### config.mk
export PLATFORM = sky130hd
export DESIGN_NAME = quant_stream_flat
export DESIGN_NICKNAME = d
export VERILOG_FILES = /design/src/rtl/quant_stream_if.sv /design/src/rtl/quant_stream.sv /design/src/flat_wrapper.sv
export SDC_FILE = /design/constraint.sdc
export NUM_CORES = 2
export LEC_CHECK = 0
export ABC_AREA = 1
export BUFFER_PORTS_ARGS = -buffer_cell sky130_fd_sc_hd__buf_2
export CELL_PAD_IN_SITES_DETAIL_PLACEMENT = 0
export CELL_PAD_IN_SITES_GLOBAL_PLACEMENT = 1
export CORE_AREA = 2 2 210 315
export DETAILED_ROUTE_END_ITERATION = 12
export DIE_AREA = 0 0 212 317
export PLACE_DENSITY_LB_ADDON = 0.12
export SLEW_MARGIN = 40
export SYNTH_ARGS = -nofsm -noshare
export SYNTH_HDL_FRONTEND = slang
export SYNTH_SLANG_ARGS = --single-unit
### constraint.sdc
create_clock -name clk -period 18.12 [get_ports clk]
set_input_delay 4.53 -clock clk [delete_from_list [all_inputs] [get_ports clk]]
set_output_delay 4.53 -clock clk [all_outputs]
set_load 0.03 [all_outputs]
### src/rtl/quant_stream_if.sv
// +---------------------------------------------------------------------------+
// | quant_stream_if                                                           |
// | Coefficient-in / quantized-out stream bundle for quant_stream.            |
// | Revision: 1.0                                                             |
// +---------------------------------------------------------------------------+
`default_nettype none

interface quant_stream_if #(
    parameter int DATA_W = 11,
    parameter int OUT_W  = 11
);
    logic              s_valid;
    logic              s_ready;
    logic [DATA_W-1:0] s_data;
    logic              tbl_sel;
    logic [1:0]        qshift;
    logic              m_valid;
    logic              m_ready;
    logic [OUT_W-1:0]  m_data;
    logic [5:0]        m_index;
    logic              m_last;

    modport slave (
        input  s_valid, s_data, tbl_sel, qshift, m_ready,
        output s_ready, m_valid, m_data, m_index, m_last
    );

    modport master (
        output s_valid, s_data, tbl_sel, qshift, m_ready,
        input  s_ready, m_valid, m_data, m_index, m_last
    );
endinterface

`default_nettype wire

### src/rtl/quant_stream.sv
// +---------------------------------------------------------------------------+
// | quant_stream                                                              |
// | Streaming 8x8 JPEG quantizer: |x| / (Q << qshift) through a pipelined     |
// | restoring divider with stall-everywhere backpressure.                     |
// | Option macro: QUANT_ROUND_EN (round half away from zero, else truncate).  |
// | Revision: 1.0                                                             |
// +---------------------------------------------------------------------------+
`default_nettype none

module quant_stream #(
    parameter int DATA_W = 11,
    parameter int OUT_W  = 11
) (
    input  logic           clk,
    input  logic           rst,
    quant_stream_if.slave  bus
);
    localparam int c_qw = DATA_W + 1;
    // Dividend is widened so |x| + D/2 never overflows, even for small DATA_W
    localparam int c_nw = ((DATA_W + 1 > 10) ? DATA_W + 1 : 10) + 1;

    localparam logic [6:0] c_luma [64] = '{
        7'd16, 7'd11, 7'd10, 7'd16, 7'd24,  7'd40,  7'd51,  7'd61,
        7'd12, 7'd12, 7'd14, 7'd19, 7'd26,  7'd58,  7'd60,  7'd55,
        7'd14, 7'd13, 7'd16, 7'd24, 7'd40,  7'd57,  7'd69,  7'd56,
        7'd14, 7'd17, 7'd22, 7'd29, 7'd51,  7'd87,  7'd80,  7'd62,
        7'd18, 7'd22, 7'd37, 7'd56, 7'd68,  7'd109, 7'd103, 7'd77,
        7'd24, 7'd35, 7'd55, 7'd64, 7'd81,  7'd104, 7'd113, 7'd92,
        7'd49, 7'd64, 7'd78, 7'd87, 7'd103, 7'd121, 7'd120, 7'd101,
        7'd72, 7'd92, 7'd95, 7'd98, 7'd112, 7'd100, 7'd103, 7'd99
    };

    localparam logic [6:0] c_chroma [64] = '{
        7'd17, 7'd18, 7'd24, 7'd47, 7'd99, 7'd99, 7'd99, 7'd99,
        7'd18, 7'd21, 7'd26, 7'd66, 7'd99, 7'd99, 7'd99, 7'd99,
        7'd24, 7'd26, 7'd56, 7'd99, 7'd99, 7'd99, 7'd99, 7'd99,
        7'd47, 7'd66, 7'd99, 7'd99, 7'd99, 7'd99, 7'd99, 7'd99,
        7'd99, 7'd99, 7'd99, 7'd99, 7'd99, 7'd99, 7'd99, 7'd99,
        7'd99, 7'd99, 7'd99, 7'd99, 7'd99, 7'd99, 7'd99, 7'd99,
        7'd99, 7'd99, 7'd99, 7'd99, 7'd99, 7'd99, 7'd99, 7'd99,
        7'd99, 7'd99, 7'd99, 7'd99, 7'd99, 7'd99, 7'd99, 7'd99
    };

    localparam logic [c_qw-1:0] c_pos_lim = c_qw'((1 << (OUT_W - 1)) - 1);
    localparam logic [c_qw-1:0] c_neg_lim = c_qw'(1 << (OUT_W - 1));

    logic              w_adv;
    logic              w_acc;
    logic [5:0]        r_idx;
    logic              r_tbl;
    logic [1:0]        r_qs;

    logic              w_sel;
    logic [1:0]        w_qs;
    logic [6:0]        w_q;
    logic [9:0]        w_d;
    logic [DATA_W:0]   w_ext;
    logic [DATA_W:0]   w_abs;
    logic [c_nw-1:0]   w_num;

    // Stage 0 is the input register; stage k+1 holds the result of divide step k
    logic              r_v   [c_qw+1];
    logic [c_qw-1:0]   r_dq  [c_qw+1];
    logic              r_sg  [c_qw+1];
    logic [5:0]        r_ix  [c_qw+1];
    logic [9:0]        r_rem [c_qw];
    logic [9:0]        r_d   [c_qw];

    logic [10:0]       w_trial;
    logic [9:0]        w_nrem [c_qw];
    logic              w_qb   [c_qw];
    logic [c_qw-1:0]   w_qf;
    logic [OUT_W-1:0]  w_sat;

    logic              r_mv;
    logic [OUT_W-1:0]  r_md;
    logic [5:0]        r_mi;
    logic              r_ml;

    assign w_adv       = !r_mv || bus.m_ready;
    assign w_acc       = bus.s_valid && w_adv;
    assign bus.s_ready = w_adv;
    assign bus.m_valid = r_mv;
    assign bus.m_data  = r_md;
    assign bus.m_index = r_mi;
    assign bus.m_last  = r_ml;

    always_ff @(posedge clk or posedge rst) begin
        if (rst) begin
            r_idx <= 6'd0;
            r_tbl <= 1'b0;
            r_qs  <= 2'd0;
        end else if (w_acc) begin
            r_idx <= r_idx + 6'd1;
            if (r_idx == 6'd0) begin
                r_tbl <= bus.tbl_sel;
                r_qs  <= bus.qshift;
            end
        end
    end

    // The index-0 beat uses the live selects; the rest of the block uses the latch
    always_comb begin
        w_sel = (r_idx == 6'd0) ? bus.tbl_sel : r_tbl;
        w_qs  = (r_idx == 6'd0) ? bus.qshift  : r_qs;
        w_q   = w_sel ? c_chroma[r_idx] : c_luma[r_idx];
        w_d   = {3'b000, w_q} << w_qs;
        w_ext = {bus.s_data[DATA_W-1], bus.s_data};
        w_abs = w_ext[DATA_W] ? (~w_ext + 1'b1) : w_ext;
`ifdef QUANT_ROUND_EN
        w_num = c_nw'(w_abs) + c_nw'(w_d[9:1]);
`else
        w_num = c_nw'(w_abs);
`endif
    end

    // Partial remainder stays below D, so trial < 2D fits 11 bits
    always_comb begin
        w_trial = 11'd0;
        for (int k = 0; k < c_qw; k++) begin
            w_trial = {r_rem[k], r_dq[k][c_qw-1]};
            if (w_trial >= {1'b0, r_d[k]}) begin
                w_nrem[k] = w_trial[9:0] - r_d[k];
                w_qb[k]   = 1'b1;
            end else begin
                w_nrem[k] = w_trial[9:0];
                w_qb[k]   = 1'b0;
            end
        end
    end

    always_ff @(posedge clk or posedge rst) begin
        if (rst) begin
            for (int k = 0; k <= c_qw; k++) begin
                r_v[k]  <= 1'b0;
                r_dq[k] <= '0;
                r_sg[k] <= 1'b0;
                r_ix[k] <= 6'd0;
            end
            for (int k = 0; k < c_qw; k++) begin
                r_rem[k] <= 10'd0;
                r_d[k]   <= 10'd0;
            end
        end else if (w_adv) begin
            r_v[0]   <= bus.s_valid;
            r_dq[0]  <= w_num[c_qw-1:0];
            r_rem[0] <= 10'(w_num[c_nw-1:c_qw]);
            r_d[0]   <= w_d;
            r_sg[0]  <= bus.s_data[DATA_W-1];
            r_ix[0]  <= r_idx;
            for (int k = 0; k < c_qw; k++) begin
                r_v[k+1]  <= r_v[k];
                r_dq[k+1] <= {r_dq[k][c_qw-2:0], w_qb[k]};
                r_sg[k+1] <= r_sg[k];
                r_ix[k+1] <= r_ix[k];
            end
            for (int k = 0; k < c_qw - 1; k++) begin
                r_rem[k+1] <= w_nrem[k];
                r_d[k+1]   <= r_d[k];
            end
        end
    end

    always_comb begin
        w_qf = r_dq[c_qw];
        if (!r_sg[c_qw]) begin
            w_sat = (w_qf > c_pos_lim) ? {1'b0, {(OUT_W-1){1'b1}}} : w_qf[OUT_W-1:0];
        end else begin
            w_sat = (w_qf > c_neg_lim) ? {1'b1, {(OUT_W-1){1'b0}}}
                                       : (~w_qf[OUT_W-1:0] + 1'b1);
        end
    end

    always_ff @(posedge clk or posedge rst) begin
        if (rst) begin
            r_mv <= 1'b0;
            r_md <= '0;
            r_mi <= 6'd0;
            r_ml <= 1'b0;
        end else if (w_adv) begin
            r_mv <= r_v[c_qw];
            r_md <= w_sat;
            r_mi <= r_ix[c_qw];
            r_ml <= (r_ix[c_qw] == 6'd63);
        end
    end
endmodule

`default_nettype wire

### src/flat_wrapper.sv
// flat-port wrapper written by rule: the top's interface ports become plain ports
module quant_stream_flat 
#(
    parameter int DATA_W = 11,
    parameter int OUT_W  = 11
)
  (clk, rst, bus_s_valid, bus_s_data, bus_tbl_sel, bus_qshift, bus_m_ready, bus_s_ready, bus_m_valid, bus_m_data, bus_m_index, bus_m_last);
  quant_stream_if #(.DATA_W(DATA_W), .OUT_W(OUT_W)) bus_i ();
  input  logic clk;
  input  logic rst;
  input wire logic [$bits(bus_i.s_valid)-1:0] bus_s_valid;
  input wire logic [$bits(bus_i.s_data)-1:0] bus_s_data;
  input wire logic [$bits(bus_i.tbl_sel)-1:0] bus_tbl_sel;
  input wire logic [$bits(bus_i.qshift)-1:0] bus_qshift;
  input wire logic [$bits(bus_i.m_ready)-1:0] bus_m_ready;
  output wire logic [$bits(bus_i.s_ready)-1:0] bus_s_ready;
  output wire logic [$bits(bus_i.m_valid)-1:0] bus_m_valid;
  output wire logic [$bits(bus_i.m_data)-1:0] bus_m_data;
  output wire logic [$bits(bus_i.m_index)-1:0] bus_m_index;
  output wire logic [$bits(bus_i.m_last)-1:0] bus_m_last;
  assign bus_i.s_valid = bus_s_valid;
  assign bus_i.s_data = bus_s_data;
  assign bus_i.tbl_sel = bus_tbl_sel;
  assign bus_i.qshift = bus_qshift;
  assign bus_i.m_ready = bus_m_ready;
  assign bus_s_ready = bus_i.s_ready;
  assign bus_m_valid = bus_i.m_valid;
  assign bus_m_data = bus_i.m_data;
  assign bus_m_index = bus_i.m_index;
  assign bus_m_last = bus_i.m_last;
  quant_stream #(.DATA_W(DATA_W), .OUT_W(OUT_W)) u_core (.clk(clk), .rst(rst), .bus(bus_i));
endmodule
# Word-level counts from Yosys, hierarchy flattened
# Memory sizes are Yosys's and may differ from the RTL's.
# Cells that the tools add are included.
[word_totals]
register_bits = 518
romBits = 896
inputBits = 18
mem_count = 2
[op_classes]
add_sub_neg = 14
order_cmp = 15
n_eq_ne = 1
shift = 1
mux = 34
n_bitwise = 3
n_reduce_logical = 4
[mem_list]
columns = ["name", "depth", "width", "read_ports", "rd_ports_with_merged_regs", "wr", "line", "source"]
rows = [
  ["(name not given)", 64, 7, 1, 0, 0, "quant_stream.sv:106", "w_q = w_sel ? c_chroma[r_idx] : c_luma[r_idx];"],
  ["(name not given)", 64, 7, 1, 0, 0, "quant_stream.sv:106", ""],
]
[ops]
columns = ["cell", "n"]
rows = [
  ["$ge 11x10->1", 11],
  ["$mux 10", 11],
  ["$sub 10x10->10", 10],
  ["$mux 7", 5],
  ["$mux 11", 3],
  ["$mux 1", 13],
  ["$add 12x1->12 const B", 1],
  ["$gt 12x10->1 const B", 1],
  ["$gt 12x11->1 const B", 1],
  ["$mux 12", 1],
  ["$not 12->12", 1],
  ["$add 11x1->11 const B", 1],
  ["$not 11->11", 1],
  ["$ge 1x10->1", 1],
  ["$shl 7x2->10", 1],
  ["$sub 1x10->10", 1],
  ["$ge 7x7->1 const B", 1],
  ["$not 6->7", 1],
  ["$add 6x1->6 const B", 1],
  ["$eq 6x6->1 const B", 1],
  ["$logic_not 6->1", 1],
  ["$mux 2", 1],
  ["$logic_and 1x1->1", 1],
  ["$logic_not 1->1", 1],
  ["$logic_or 1x1->1", 1],
]

# Longest topological paths before layout
[logic_depth]
ltp_word = 6
depth_mapped = 15

# Least setup slack after synthesis
# OpenSTA, ideal clock, no wires.
[synth_path]
path_type = "in2out"
startpoint = "input port bus_m_ready"
endpoint = "output port bus_s_ready"
t_arrival_ns = 5.425
required_ns = 13.590
path_slack_ns = 8.165
path_stages = 4
path_buffers = 2
path_cell_list = "nor2_1 -> inv_2 -> clkbuf_1 -> clkbuf_1"
[synth_via]
elab_chain_len = 1
[synth_rtl]
columns = ["element", "line", "source"]
rows = [
  ["from (decl)", "flat_wrapper.sv:15", "input wire logic [$bits(bus_i.m_ready)-1:0] bus_m_ready;"],
  ["$logic_or 1x1->1", "quant_stream.sv:80", "assign w_adv = !r_mv || bus.m_ready;"],
  ["to (decl)", "flat_wrapper.sv:16", "output wire logic [$bits(bus_i.s_ready)-1:0] bus_s_ready;"],
]
# No other way between the ends.

# Worst setup path after layout
# Same ends and word-level chain as after synthesis.

==> results.ini <==
[finish]
fin_nets=3627
antenna_cells=0
fin_area_mm2=0.03018
n_fill_cell=6500
drive_gt1_frac=0.05544
area_growth_pct=10.14
fin_util=0.4691

[sta]
maxSlewViolCount=0
tightest_slew_ns=0.8469
rsz0062_at_grt=false
fin_worst_skew_ns=0.02677
hold_violations=0
fmax_ghz=0.1009
setup_viol=0
fin_setup_tns_ns=0
slew_headroom=0.4354
min_period_ns=9.910
post-route-period-util=0.5469

[die]
fp-row-count=114
core_area_mm2=0.06433
die_h_um=317
initial_core_util=0.4259
die_area_mm2=0.06720
io_pins=38
die_x_um=212

[grt]
grt_max_degree=213
grt_antenna_before_repair=11
grt_pass1_wl_um=111500
grt-ovfl-total=0
grtUsageTotal=0.2049
grt_pass1_vias=22100

[power_and_ir_drop]
power.leakage_nw=15.48
ir_worst_vdd_mv=0.2041
p_per_area_mw_per_mm2=220.9

[clock_tree]
postCtsSetupRepairBufs=0
cts.repair.resized=0
cts_buffers=54
clock_sinks=518
cts_tree=done
cts_buffer_depth=3
hold_buffers=0
clock_latency_ns=0.62
h-tree-depth=2
cts_root_buf=clkbuf_16
clkTransAtPathRegs_ns=0.06

[critical_path]
worst-path-max-fanout=105
crit_path_end_kind=output port
cp-start-kind=primary input
critPathKind=in -> out
worstPathArrival_ns=5.38
cp.required_ns=13.59

[worst_hold_path]
hp-class=reg -> reg

[route]
route.detailed.drc=0
dr.pass1.iters=8
totalWireLength_um=66820
postRouteAntennaNets=0
vias=21980
routedWlPerCell_um=15.23
vias_per_cell=5.009
drt_first_iter_violations=1358

[yosys]
netlist-cell-type-count=57
ys_ff_latch=518
synth-seq-area-share=0.4731
syn_area_per_cell_um2=7.826
synth.cell_area_mm2=0.02740
postSynthCellCount=3501
synth_nets=3653
yosys_warnings=0

[place]
placed_cell_area_mm2=0.02820
gp_congestion=0.8591
io_buffer_count=37
dp_hpwl_um=46030

[run_status]
status=finished clean

[job]
cap_violations=0

## power by group
group	switching [mW]	leakage, nW	internal (mW)	total (mW)
Clock	0.473	0.932	0.708	1.18
Sequential	0.383	6.46	1.71	2.09
Combinational	2.18	8.09	1.21	3.40
Total	3.04	15.5	3.63	6.67
## logic make-up (layout without fill, tap and decap cells)
kind of cell | count (synthesis) | in the layout | share of synthesized area
muxes | 1 | 1 | 0.0003653
xor gates and xnor gates | 66 | 66 | 0.02110
AOI/OAI and AO/OA | 438 | 438 | 0.08590
buffers and inverters | 499 | 515 | 0.07403
and+or+nand+nor | 1845 | 1845 | 0.2816
adders and majority gates | 134 | 134 | 0.06393
DFF | 518 | 518 | 0.4731
## critical path, cell delays in order
cell    delay [ns]
buf_2         0.10
nor2_4        0.06
inv_8         0.38
buf_2         0.31
## synth_stat cells, drive strengths merged
library cell	n	area share
a211o	1	0.00032
a211oi	1	0.00027
a21boi	3	0.00082
a21o	6	0.0016
a21oi	123	0.024
a31oi	8	0.0018
and2	5	0.0012
buf	69	0.015
clkbuf	67	0.0092
clkinv	2	0.00027
dfrtp	518	0.47
fa	10	0.0073
ha	124	0.057
inv	361	0.049
mux2i	1	0.00037
nand2	1366	0.19
nand2b	1	0.00023
nand3	221	0.042
nand3b	18	0.0049
nand4	67	0.017
nor2	118	0.017
nor3	37	0.0086
nor3b	1	0.00027
nor4	1	0.00023
o211ai	8	0.0022
o21a	1	0.00027
o21ai	272	0.051
o21bai	9	0.0025
o22ai	1	0.00023
o2bb2ai	1	0.00032
o31ai	2	0.00055
o32ai	1	0.00032
o41ai	1	0.00032
or2	10	0.0024
xnor2	18	0.0058
xor2	48	0.015
## final timing paths
check	startpoint	to	slack [ns]	depth (start not counted)
setup / recovery	bus_m_ready	bus_s_ready	8.21	4
min in group asynchronous	rst	u_core.r_rem[4]$_DFFE_PP0N_	3.99	2
max in group asynchronous	rst	u_core.r_dq[103]$_DFFE_PP0N_	12.01	5
hold / removal	u_core.r_v[0]$_DFFE_PP0N_	u_core.bus.m_valid$_DFFE_PP0N_	0.45	2
hold reg to reg	u_core.r_v[0]$_DFFE_PP0N_	u_core.bus.m_valid$_DFFE_PP0N_	0.45	2
setup reg to reg	u_core.bus.m_valid$_DFFE_PP0N_	u_core.r_rem[24]$_DFFE_PP0N_	15.06	7
## routing by layer
| layer | track usage | wire (µm) | vias to the layer above |
|---|---|---|---|
| met5 | 0 | 40 | - |
| met4 | 0.06834 | 2239 | 6 |
| met3 | 0.02775 | 1974 | 155 |
| met2 | 0.3876 | 35580 | 327 |
| met1 | 0.2357 | 26990 | 10390 |
| li1 | - | - | 11100 |
## cell usage in the layout, fill, tap and decap left out, drive strengths merged, types with 48 or more instances in the layout
| master | count |
|---|---|
| buf | 54 |
| nor2 | 118 |
| o21ai | 272 |
| a21oi | 123 |
| clkbuf | 77 |
| ha | 124 |
| inv | 361 |
| xor2 | 48 |
| nand3 | 221 |
| nand4 | 67 |
| dfrtp | 518 |
| nand2 | 1366 |
## registers in the layout, indices dropped and copies added (netlist names)
name	cells
u_core.r_rem	110
u_core.r_idx	6
u_core.r_tbl	1
u_core.r_d	120
u_core.bus.m_index	6
u_core.r_dq	144
u_core.r_ix	78
u_core.bus.m_valid	1
u_core.bus.m_data	11
u_core.w_qf	12
u_core.r_qs	2
u_core.bus.m_last	1
u_core.r_v	13
u_core.r_sg	13
## stage by stage
stage | power (mW) | cells | hold slack, ns | setup WS, ns
3_5_place_dp | 5.529 | 4286 | 0.4517 | 8.148
5_1_grt | 7.380 | 4387 | 0.4811 | 8.099
4_1_cts | 6.753 | 4384 | 0.4494 | 8.147
3_3_place_gp | 5.458 | 4286 | 0.4441 | 8.142
6_report | 6.667 | 4387 | 0.4483 | 8.210
2_1_floorplan | 4.705 | 3501 | 0.4198 | 6.554
## area by class of cell
class,instances,area (µm²),share of cell area
clock buffer,77,1592,0.05274
clock inverter,21,289.0,0.009578
inverter,363,1374,0.04552
multi-input combinational,2484,12420,0.4117
sequential,518,12960,0.4296
tap,870,1089,0.03607
timing repair buffer,54,447.9,0.01484
No activity file was read; power rests on OpenSTA's default activity.
